File: src/rtl/immediate_encode_if.sv
// -----------------------------------------------------------------------------
// immediate_encode_if
//   Bundles the request/response handshake and status signals of the
//   immediate encoder so that producer and consumer can be wired as one port.
//
//   Signals (named from the encoder's point of view):
//     in_valid / in_ready   request handshake
//     imm                   32-bit immediate to pack
//     imm_sel               format select (U/J/S/B/I_SIGNED/I_SHIFT/I_UNSIGNED)
//     base                  instruction[31:7] template (rd/rs/funct bits)
//     out_valid / out_ready response handshake
//     out_fields            packed instruction[31:7]
//     err                   {sel_err, align_err, range_err} of the output beat
//     err_clr               clear the error counter
//     err_count             saturating count of delivered beats with errors
//
//   Modports:
//     master : the side that issues requests and consumes results
//     slave  : the encoder itself
// -----------------------------------------------------------------------------
interface immediate_encode_if #(
    parameter int CNT_W = 8
);
    logic             in_valid;
    logic             in_ready;
    logic [31:0]      imm;
    logic [2:0]       imm_sel;
    logic [24:0]      base;
    logic             out_valid;
    logic             out_ready;
    logic [24:0]      out_fields;
    logic [2:0]       err;
    logic             err_clr;
    logic [CNT_W-1:0] err_count;

    modport master (
        output in_valid, imm, imm_sel, base, out_ready, err_clr,
        input  in_ready, out_valid, out_fields, err, err_count
    );

    modport slave (
        input  in_valid, imm, imm_sel, base, out_ready, err_clr,
        output in_ready, out_valid, out_fields, err, err_count
    );
endinterface

File: src/rtl/immediate_encode.sv
// -----------------------------------------------------------------------------
// immediate_encode
//   Inverse of the RV32 immediate generator: scatters a 32-bit immediate into
//   instruction bits [31:7] for the selected format, taking every bit that is
//   not part of the immediate from a BASE template. Range and alignment are
//   checked; a faulty beat is still packed (from the truncated immediate) and
//   delivered with its error flags set. Two-stage valid/ready pipeline.
//
//   Ports:
//     i_clk    clock, all state updates on the rising edge
//     i_reset  synchronous active-high reset; drops any beats in flight
//     bus      immediate_encode_if.slave (request, response, error counter)
//
//   Handshake: a beat moves across an interface on every rising edge where
//   valid and ready are both high. A producer holding valid keeps its payload
//   stable until ready is seen; out_valid/out_fields/err never change while
//   out_valid is high and out_ready is low. in_ready depends combinationally
//   on out_ready so that a full pipeline can accept a new beat in the same
//   cycle the oldest one drains (one beat per cycle, no bubble).
// -----------------------------------------------------------------------------
module immediate_encode #(
    parameter int CNT_W = 8
) (
    input  logic               i_clk,
    input  logic               i_reset,
    immediate_encode_if.slave  bus
);

    localparam logic [2:0] SEL_U   = 3'b000;
    localparam logic [2:0] SEL_J   = 3'b001;
    localparam logic [2:0] SEL_S   = 3'b010;
    localparam logic [2:0] SEL_B   = 3'b011;
    localparam logic [2:0] SEL_IS  = 3'b100;
    localparam logic [2:0] SEL_ISH = 3'b101;
    localparam logic [2:0] SEL_IU  = 3'b110;

    // Stage 1: captured request plus its error flags
    logic             r_s1_v;
    logic [31:0]      r_s1_imm;
    logic [2:0]       r_s1_sel;
    logic [24:0]      r_s1_base;
    logic [2:0]       r_s1_err;

    // Stage 2: packed result as presented downstream
    logic             r_s2_v;
    logic [24:0]      r_out_fields;
    logic [2:0]       r_err;
    logic [CNT_W-1:0] r_err_count;

    logic             w_s2_load;
    logic             w_s1_load;
    logic             w_in_fire;
    logic             w_out_fire;
    logic             w_sel_err;
    logic             w_align_err;
    logic             w_range_err;
    logic [24:0]      w_pack;

    // A stage may load when it is empty or when its content moves on this edge.
    assign w_s2_load  = ~r_s2_v | bus.out_ready;
    assign w_s1_load  = ~r_s1_v | w_s2_load;
    assign w_in_fire  = bus.in_valid & w_s1_load;
    assign w_out_fire = r_s2_v & bus.out_ready;

    assign bus.in_ready   = w_s1_load;
    assign bus.out_valid  = r_s2_v;
    assign bus.out_fields = r_out_fields;
    assign bus.err        = r_err;
    assign bus.err_count  = r_err_count;

    // Error classification of the incoming request. Signed formats require
    // the bits above the immediate's sign bit to be copies of it.
    always_comb begin
        w_sel_err   = 1'b0;
        w_align_err = 1'b0;
        w_range_err = 1'b0;
        case (bus.imm_sel)
            SEL_U:   w_range_err = |bus.imm[11:0];
            SEL_J: begin
                w_range_err = (bus.imm[31:20] != {12{bus.imm[20]}});
                w_align_err = bus.imm[0];
            end
            SEL_S, SEL_IS:
                w_range_err = (bus.imm[31:11] != {21{bus.imm[11]}});
            SEL_B: begin
                w_range_err = (bus.imm[31:12] != {20{bus.imm[12]}});
                w_align_err = bus.imm[0];
            end
            SEL_ISH: w_range_err = |bus.imm[31:5];
            SEL_IU:  w_range_err = |bus.imm[31:12];
            default: w_sel_err   = 1'b1;
        endcase
    end

    // Scatter the stage-1 immediate into instruction[31:7]; F[n] here is
    // instruction bit n+7. Anything not written keeps the template bit.
    always_comb begin
        w_pack = r_s1_base;
        case (r_s1_sel)
            SEL_U:   w_pack[24:5] = r_s1_imm[31:12];
            SEL_J: begin
                w_pack[24]    = r_s1_imm[20];
                w_pack[23:14] = r_s1_imm[10:1];
                w_pack[13]    = r_s1_imm[11];
                w_pack[12:5]  = r_s1_imm[19:12];
            end
            SEL_S: begin
                w_pack[24:18] = r_s1_imm[11:5];
                w_pack[4:0]   = r_s1_imm[4:0];
            end
            SEL_B: begin
                w_pack[24]    = r_s1_imm[12];
                w_pack[23:18] = r_s1_imm[10:5];
                w_pack[4:1]   = r_s1_imm[4:1];
                w_pack[0]     = r_s1_imm[11];
            end
            SEL_IS, SEL_IU: w_pack[24:13] = r_s1_imm[11:0];
            // Shift amount only; funct7 in F[24:18] stays from the template.
            SEL_ISH: w_pack[17:13] = r_s1_imm[4:0];
            default: w_pack = r_s1_base;
        endcase
    end

    always_ff @(posedge i_clk) begin
        if (i_reset) begin
            r_s1_v    <= 1'b0;
            r_s1_imm  <= '0;
            r_s1_sel  <= '0;
            r_s1_base <= '0;
            r_s1_err  <= '0;
        end else if (w_s1_load) begin
            r_s1_v <= bus.in_valid;
            if (bus.in_valid) begin
                r_s1_imm  <= bus.imm;
                r_s1_sel  <= bus.imm_sel;
                r_s1_base <= bus.base;
                r_s1_err  <= {w_sel_err, w_align_err, w_range_err};
            end
        end
    end

    always_ff @(posedge i_clk) begin
        if (i_reset) begin
            r_s2_v       <= 1'b0;
            r_out_fields <= '0;
            r_err        <= '0;
        end else if (w_s2_load) begin
            r_s2_v <= r_s1_v;
            if (r_s1_v) begin
                r_out_fields <= w_pack;
                r_err        <= r_s1_err;
            end
        end
    end

    // Counts delivered faulty beats; clear wins over a simultaneous increment.
    always_ff @(posedge i_clk) begin
        if (i_reset) begin
            r_err_count <= '0;
        end else if (bus.err_clr) begin
            r_err_count <= '0;
        end else if (w_out_fire && (r_err != 3'b000) && (r_err_count != {CNT_W{1'b1}})) begin
            r_err_count <= r_err_count + 1'b1;
        end
    end

endmodule

File: src/flat_wrapper.sv
// flat-port wrapper written by rule: the top's interface ports become plain ports
module immediate_encode_flat 
#(
    parameter int CNT_W = 8
)
  (i_clk, i_reset, bus_in_valid, bus_imm, bus_imm_sel, bus_base, bus_out_ready, bus_err_clr, bus_in_ready, bus_out_valid, bus_out_fields, bus_err, bus_err_count);
  immediate_encode_if #(.CNT_W(CNT_W)) bus_i ();
  input  logic i_clk;
  input  logic i_reset;
  input wire logic [$bits(bus_i.in_valid)-1:0] bus_in_valid;
  input wire logic [$bits(bus_i.imm)-1:0] bus_imm;
  input wire logic [$bits(bus_i.imm_sel)-1:0] bus_imm_sel;
  input wire logic [$bits(bus_i.base)-1:0] bus_base;
  input wire logic [$bits(bus_i.out_ready)-1:0] bus_out_ready;
  input wire logic [$bits(bus_i.err_clr)-1:0] bus_err_clr;
  output wire logic [$bits(bus_i.in_ready)-1:0] bus_in_ready;
  output wire logic [$bits(bus_i.out_valid)-1:0] bus_out_valid;
  output wire logic [$bits(bus_i.out_fields)-1:0] bus_out_fields;
  output wire logic [$bits(bus_i.err)-1:0] bus_err;
  output wire logic [$bits(bus_i.err_count)-1:0] bus_err_count;
  assign bus_i.in_valid = bus_in_valid;
  assign bus_i.imm = bus_imm;
  assign bus_i.imm_sel = bus_imm_sel;
  assign bus_i.base = bus_base;
  assign bus_i.out_ready = bus_out_ready;
  assign bus_i.err_clr = bus_err_clr;
  assign bus_in_ready = bus_i.in_ready;
  assign bus_out_valid = bus_i.out_valid;
  assign bus_out_fields = bus_i.out_fields;
  assign bus_err = bus_i.err;
  assign bus_err_count = bus_i.err_count;
  immediate_encode #(.CNT_W(CNT_W)) u_core (.i_clk(i_clk), .i_reset(i_reset), .bus(bus_i));
endmodule
File: config.mk
export PLATFORM = sky130hd
export DESIGN_NAME = immediate_encode_flat
export DESIGN_NICKNAME = d
export VERILOG_FILES = /design/src/rtl/immediate_encode_if.sv /design/src/rtl/immediate_encode.sv /design/src/flat_wrapper.sv
export SDC_FILE = /design/constraint.sdc
export NUM_CORES = 1
export LEC_CHECK = 0
export ABC_AREA = 1
export ABC_CLOCK_PERIOD_IN_PS = 1700
export CAP_MARGIN = 10
export CORE_ASPECT_RATIO = 1.75
export CORE_MARGIN = 2
export CORE_UTILIZATION = 60
export CTS_CLUSTER_SIZE = 10
export DETAILED_ROUTE_END_ITERATION = 12
export DONT_BUFFER_PORTS = 1
export HOLD_SLACK_MARGIN = 0.08
export PLACE_DENSITY_LB_ADDON = 0.15
export SETUP_SLACK_MARGIN = 0.02
export SYNTH_ARGS = -nofsm -noshare
export SYNTH_HDL_FRONTEND = slang
export SYNTH_SLANG_ARGS = --single-unit
export TNS_END_PERCENT = 20
File: constraint.sdc
create_clock -name i_clk -period 1.7 [get_ports i_clk]
set_input_delay 0.34 -clock i_clk [delete_from_list [all_inputs] [get_ports i_clk]]
set_output_delay 0.34 -clock i_clk [all_outputs]
set_load 0.03 [all_outputs]
Yosys cells after proc, flatten, opt, wreduce, memory -nomap -nowiden
Cells that the tools add are included.

Bits of input ports: 65. Register bits after elaboration: 101. Output and inout port bits: 38.

Reduce and logical (&&, ||, !) cells: 17. Add/sub/neg operators: 1. Muxes and demuxes: 7. Equal/unequal tests: 16. Bitwise gates (word level): 5.

Operator list (number): $pmux 7 s4 (1); $reduce_or 27->1 (1); $ne 20x20->1 (1); $reduce_or 20->1 (1); $ne 19x19->1 (1); $eq 3x3->1 const B (6); $pmux 5 s3 (1); $eq 3x2->1 const B (4); $reduce_or 12->1 (1); $ne 11x11->1 (1); $pmux 5 s2 (1); $add 8x1->8 const B (1); $mux 8 (1); $ne 8x8->1 const B (1); $reduce_or 2->1 (4); $reduce_or 7->1 (1); $eq 3x1->1 const B (2); $logic_not 3->1 (2); $pmux 1 s6 (1); $reduce_or 3->1 (2); $reduce_and 2->1 (2); $reduce_bool 3->1 (1); $logic_and 1x1->1 (2); $mux 1 (2); 3 further kinds (5).

Depth between registers and ports, before layout
Gate-level depths: netlist of run 1.

Word-level depth: 4. Depth in mapped cells: 13. Depth with buffers taken out: 13.

Worst setup path before layout of run 1
Ideal clock, no wire load.

Path kind: reg-to-reg. Start: register u_core.r_s2_v (netlist: u_core.bus.out_valid). End: register u_core.r_s1_imm[30]. Data arrival time: 1.617 ns. Stages on the path, launching flop included: 8. Slack: -0.033 ns. Setup time: 0.116 ns. Path through: dfxtp_1 nand3_1 nand2_2 inv_2 buf_2 buf_4 nor2_1 nor2_1.

Cells in the longest elaborated chain, start to end: 4.

RTL lines: from (decl) (line immediate_encode.sv:45) `logic r_s2_v;`; from (signal assigned) (line immediate_encode.sv:148) `r_s2_v <= r_s1_v;`; $not 1->1 (line immediate_encode.sv:60) `assign w_s2_load = ~r_s2_v | bus.out_ready;`; $or 1x1->1 (line immediate_encode.sv:60); $or 1x1->1 (line immediate_encode.sv:61) `assign w_s1_load = ~r_s1_v | w_s2_load;`; named net bus_in_ready (line flat_wrapper.sv:16) `output wire logic [$bits(bus_i.in_ready)-1:0] bus_in_ready;`; $reduce_and 2->1 (no source line); to (signal assigned) (line immediate_encode.sv:134) `r_s1_imm <= bus.imm;`; to (decl) (line immediate_encode.sv:39) `logic [31:0] r_s1_imm;`.

The timed path passes the listed nets, and every way through them passes these cells. A chain may end at the register's enable or synchronous reset.

Worst setup path in the final report of run 1
Start: register u_core.r_s2_v (netlist: u_core.bus.out_valid). End: register u_core.r_err_count[5] (netlist: u_core.bus.err_count[5]).

Cells in the longest elaborated chain, start to end: 3.

RTL lines: $and 1x1->1 (line immediate_encode.sv:63) `assign w_out_fire = r_s2_v & bus.out_ready;`; $logic_and 1x1->1 (2 in a row) (line immediate_encode.sv:162) `end else if (w_out_fire && (r_err != 3'b000) && (r_err_count != {CNT_W{1'b1}})) begin`; to (signal assigned) (line immediate_encode.sv:163) `r_err_count <= r_err_count + 1'b1;`; to (decl) (line immediate_encode.sv:48) `logic [CNT_W-1:0] r_err_count;`.

No other way between the ends.

==> impl_metrics.json, run 1 <==
{
  "drc": 0,
  "gr-max-usage-layer": "met2",
  "n_fill_cell": 678,
  "cts_made_buffers": 9,
  "clk_latency_ps": 350,
  "setup_slack_ps": 245,
  "period_needed_ps": 1460,
  "synth-seq-cells": 101,
  "ant_nets": 0,
  "r2r-end": "u_core.bus.err_count[5]",
  "start_util_pct": 60.9,
  "grt_max_degree": 52,
  "hold_viol_final": 0,
  "r2r_slack_ps": 240,
  "finalNetCount": 723,
  "netlist_area_um2": 4540,
  "ys_types": 32,
  "r2r_start": "u_core.bus.out_valid",
  "cp-end-kind": "flip-flop",
  "ys_seq_area_share_pct": 44.5,
  "fin_area_um2": 5070,
  "fp.dieH_um": 119,
  "met3_usage_pct": 7.45,
  "fmax_mhz": 687,
  "vias_per_cell": 5.71,
  "met2_usage_pct": 55.9,
  "hpwl_um": 9280,
  "slew_viol_final": 0,
  "critical_path_class": "reg -> reg",
  "rr_worst_depth": 8,
  "vdd_drop_max_mv": 0.866,
  "max_slew_margin_pct": 73.4,
  "area_growth_pct": 11.6,
  "yosysWarnings": 0,
  "syn-instance-count": 647,
  "cts_tree": "done",
  "hold_depth": 2,
  "grt_pass1_vias": 4194,
  "max_stage_delay_ps": 380,
  "place_congestion": 0.947,
  "cts_max_level": 3,
  "tns_ps": 0,
  "overflow": 0,
  "startpoint_type": "flip-flop",
  "critPathMaxFanout": 10,
  "drtIter0Drc": 212,
  "clockRootBuffer": "clkbuf_16",
  "grt_first_pass_wirelength_um": 20000,
  "skew_ps": 8.90,
  "grt_antenna_before_repair": 0,
  "tightest_slew_ps": 397,
  "fin_hold_ws_ps": 130,
  "n_antenna_cell": 0,
  "setup_viol": 0,
  "placementRows": 42,
  "drive_above_1_share_pct": 10.8,
  "syn_avg_cell_area_um2": 7.02,
  "grt_usage_pct": 30.5,
  "maxCapViolations": 0,
  "p_leak_nw": 2.19,
  "vias": 4268,
  "critPathArrivalTime_ps": 1750,
  "dp_slack_ps": 192,
  "seq_area_um2": 2020,
  "min_from": "bus_imm[0]",
  "path_cells": "buf_4 > nand2_1 > a21oi_1 > nand2_4 > inv_2 > nand2_2 > o21bai_1 > and3_1",
  "status": "completed",
  "multi_input_area_um2": 2160,
  "die_area_um2": 8310,
  "min_to": "u_core.r_s1_imm[0]",
  "placement.cell_area_um2": 4760,
  "cp.required_ps": 2000,
  "routed_wl_um": 12200,
  "portBuffers": 0,
  "clkSinkCount": 101,
  "slowest_stage": "dfxtp_1",
  "use_met1_pct": 32.5,
  "die_w_um": 69.8,
  "hp-class": "in -> reg",
  "dr.pass1.iters": 5,
  "cts_buffer_depth": 2,
  "rsz0062_at_grt": "false",
  "cts_setup_buffers": 0,
  "clk_pin_slew_worst_paths_ps": 70,
  "wl_per_cell_um": 16.3,
  "core_um2": 7460,
  "io_pins": 103,
  "synth_fp_nets": 716,
  "fin_crit_sh_pct": 85.6,
  "cellPowerDensity_nw_per_um2": 1050
}
[what timing repair did]
action	4_1_cts	5_1_grt
hold endpoints to repair	6	0
resized for setup	0	0
hold buffers	1	0
[sequential cells by signal, indices dropped and copies added (netlist names)]
| signal | count |
|---|---|
| u_core.bus.out_valid | 1 |
| u_core.r_s1_base | 25 |
| u_core.bus.err | 3 |
| u_core.bus.out_fields | 25 |
| u_core.r_s1_imm | 32 |
| u_core.bus.err_count | 8 |
| u_core.r_s1_err | 3 |
| u_core.r_s1_v | 1 |
| u_core.r_s1_sel | 3 |
[worst max-delay path: cells and delay by family, from the launching register on]
| kind | cells | cell delay, ps |
|---|---|---|
| DFF | 1 | 380 |
| and+or+nand+nor | 4 | 400 |
| buffers and inverters | 2 | 280 |
| AOI/OAI and AO/OA | 2 | 330 |
[power breakdown]
part / switching [mW] / internal (mW) / total, mW
combinational: 0.382 / 0.206 / 0.587
clock: 0.944 / 1.10 / 2.05
sequential: 0.187 / 2.52 / 2.71
total: 1.51 / 3.83 / 5.35
[cells by family (layout without fill, tap and decap cells)]
family | Yosys count | in the layout | share of synthesized area (%)
buf+inv | 91 | 103 | 8.07
simple gates | 268 | 268 | 25.3
compound gates | 182 | 182 | 20.8
fa+ha+maj | 4 | 4 | 1.10
xor+xnor | 1 | 1 | 0.193
flops | 101 | 101 | 44.5
[worst max-delay path by stage]
stage / end / depth (start not counted) / from / slack, ps
after floorplan: u_core.bus.err_count[5] / 8 / u_core.bus.err_count[1] / 100
after global placement: u_core.r_s1_err[0] / 8 / bus_imm[11] / 240
after detailed placement: u_core.r_s1_err[0] / 8 / bus_imm[11] / 190
after CTS: u_core.bus.err_count[5] / 8 / u_core.bus.err_count[1] / 250
after global routing: u_core.bus.err_count[5] / 8 / u_core.bus.out_valid / 50
final: u_core.bus.err_count[5] / 8 / u_core.bus.out_valid / 240
[placed cells by master (no fill, tap or decap), drive strengths merged, types with 2 or more instances in the layout]
cell type / instances
a21oi: 73
nand3: 23
a31oi: 5
nand4: 12
o21ai: 93
ha: 4
buf: 24
inv: 65
nand2: 109
nor2: 115
nor3: 4
dfxtp: 101
clkbuf: 11
nand3b: 2
nor3b: 2
o211ai: 8
clkinv: 2
[metrics by stage]
stage | total power, mW | instances | utilization (%)
2_1_floorplan | 3.17 | 647 | -
3_5_place_dp | 3.35 | 730 | 63.7
5_1_grt | 5.58 | 747 | 67.9
6_report | 5.35 | 747 | 67.9
4_1_cts | 5.37 | 747 | 67.9
3_3_place_gp | 3.33 | 730 | 63.7
[Yosys cell counts]
cell | n | area, um^2
nor2_1 | 112 | 420
clkbuf_1 | 15 | 56.3
a31oi_1 | 5 | 31.3
nand3_1 | 22 | 110
nand2_1 | 104 | 390
ha_1 | 4 | 50.1
nand3b_1 | 1 | 7.51
o21ai_1 | 29 | 145
nor3b_1 | 2 | 15.0
inv_1 | 45 | 169
xnor2_1 | 1 | 8.76
nor3_2 | 2 | 20.0
inv_2 | 17 | 63.8
nor3_1 | 2 | 10.0
nand3b_4 | 1 | 20.0
and3_1 | 1 | 6.26
a21oi_1 | 73 | 365
nor2_2 | 2 | 12.5
o21ai_0 | 64 | 320
a211oi_1 | 1 | 7.51
nand2_4 | 1 | 11.3
nor2_4 | 1 | 11.3
buf_2 | 11 | 55.1
buf_4 | 3 | 22.5
o21bai_1 | 1 | 7.51
nand3_2 | 1 | 10.0
o221ai_1 | 1 | 8.76
nand2_2 | 4 | 25.0
nand4_1 | 11 | 68.8
nand4_2 | 1 | 12.5
o211ai_1 | 8 | 60.1
dfxtp_1 | 101 | 2020
[routing by layer]
metal	share of wire, %	vias up
li1	-	2151
met1	37	1973
met2	55	120
met3	5.4	24
met4	3.2	0
met5	0	-
[area by class of cell]
type                    instances  share of cell area, %
flip-flops and latches        101                   39.9
well taps                      88                   2.17
repair buffers                 25                   4.74
clock buffers                  11                   4.99
multi-input cells             455                   42.6
clock inverters                 5                   1.01
inverters                      62                   4.59
(Power assumes the default switching activity.)
==> run 2, diff against run 1 <==
- CAP_MARGIN: 10 -> not set
==> results of run 2 <==
No change in the layout: final DEF, timing and power equal those of run 1.
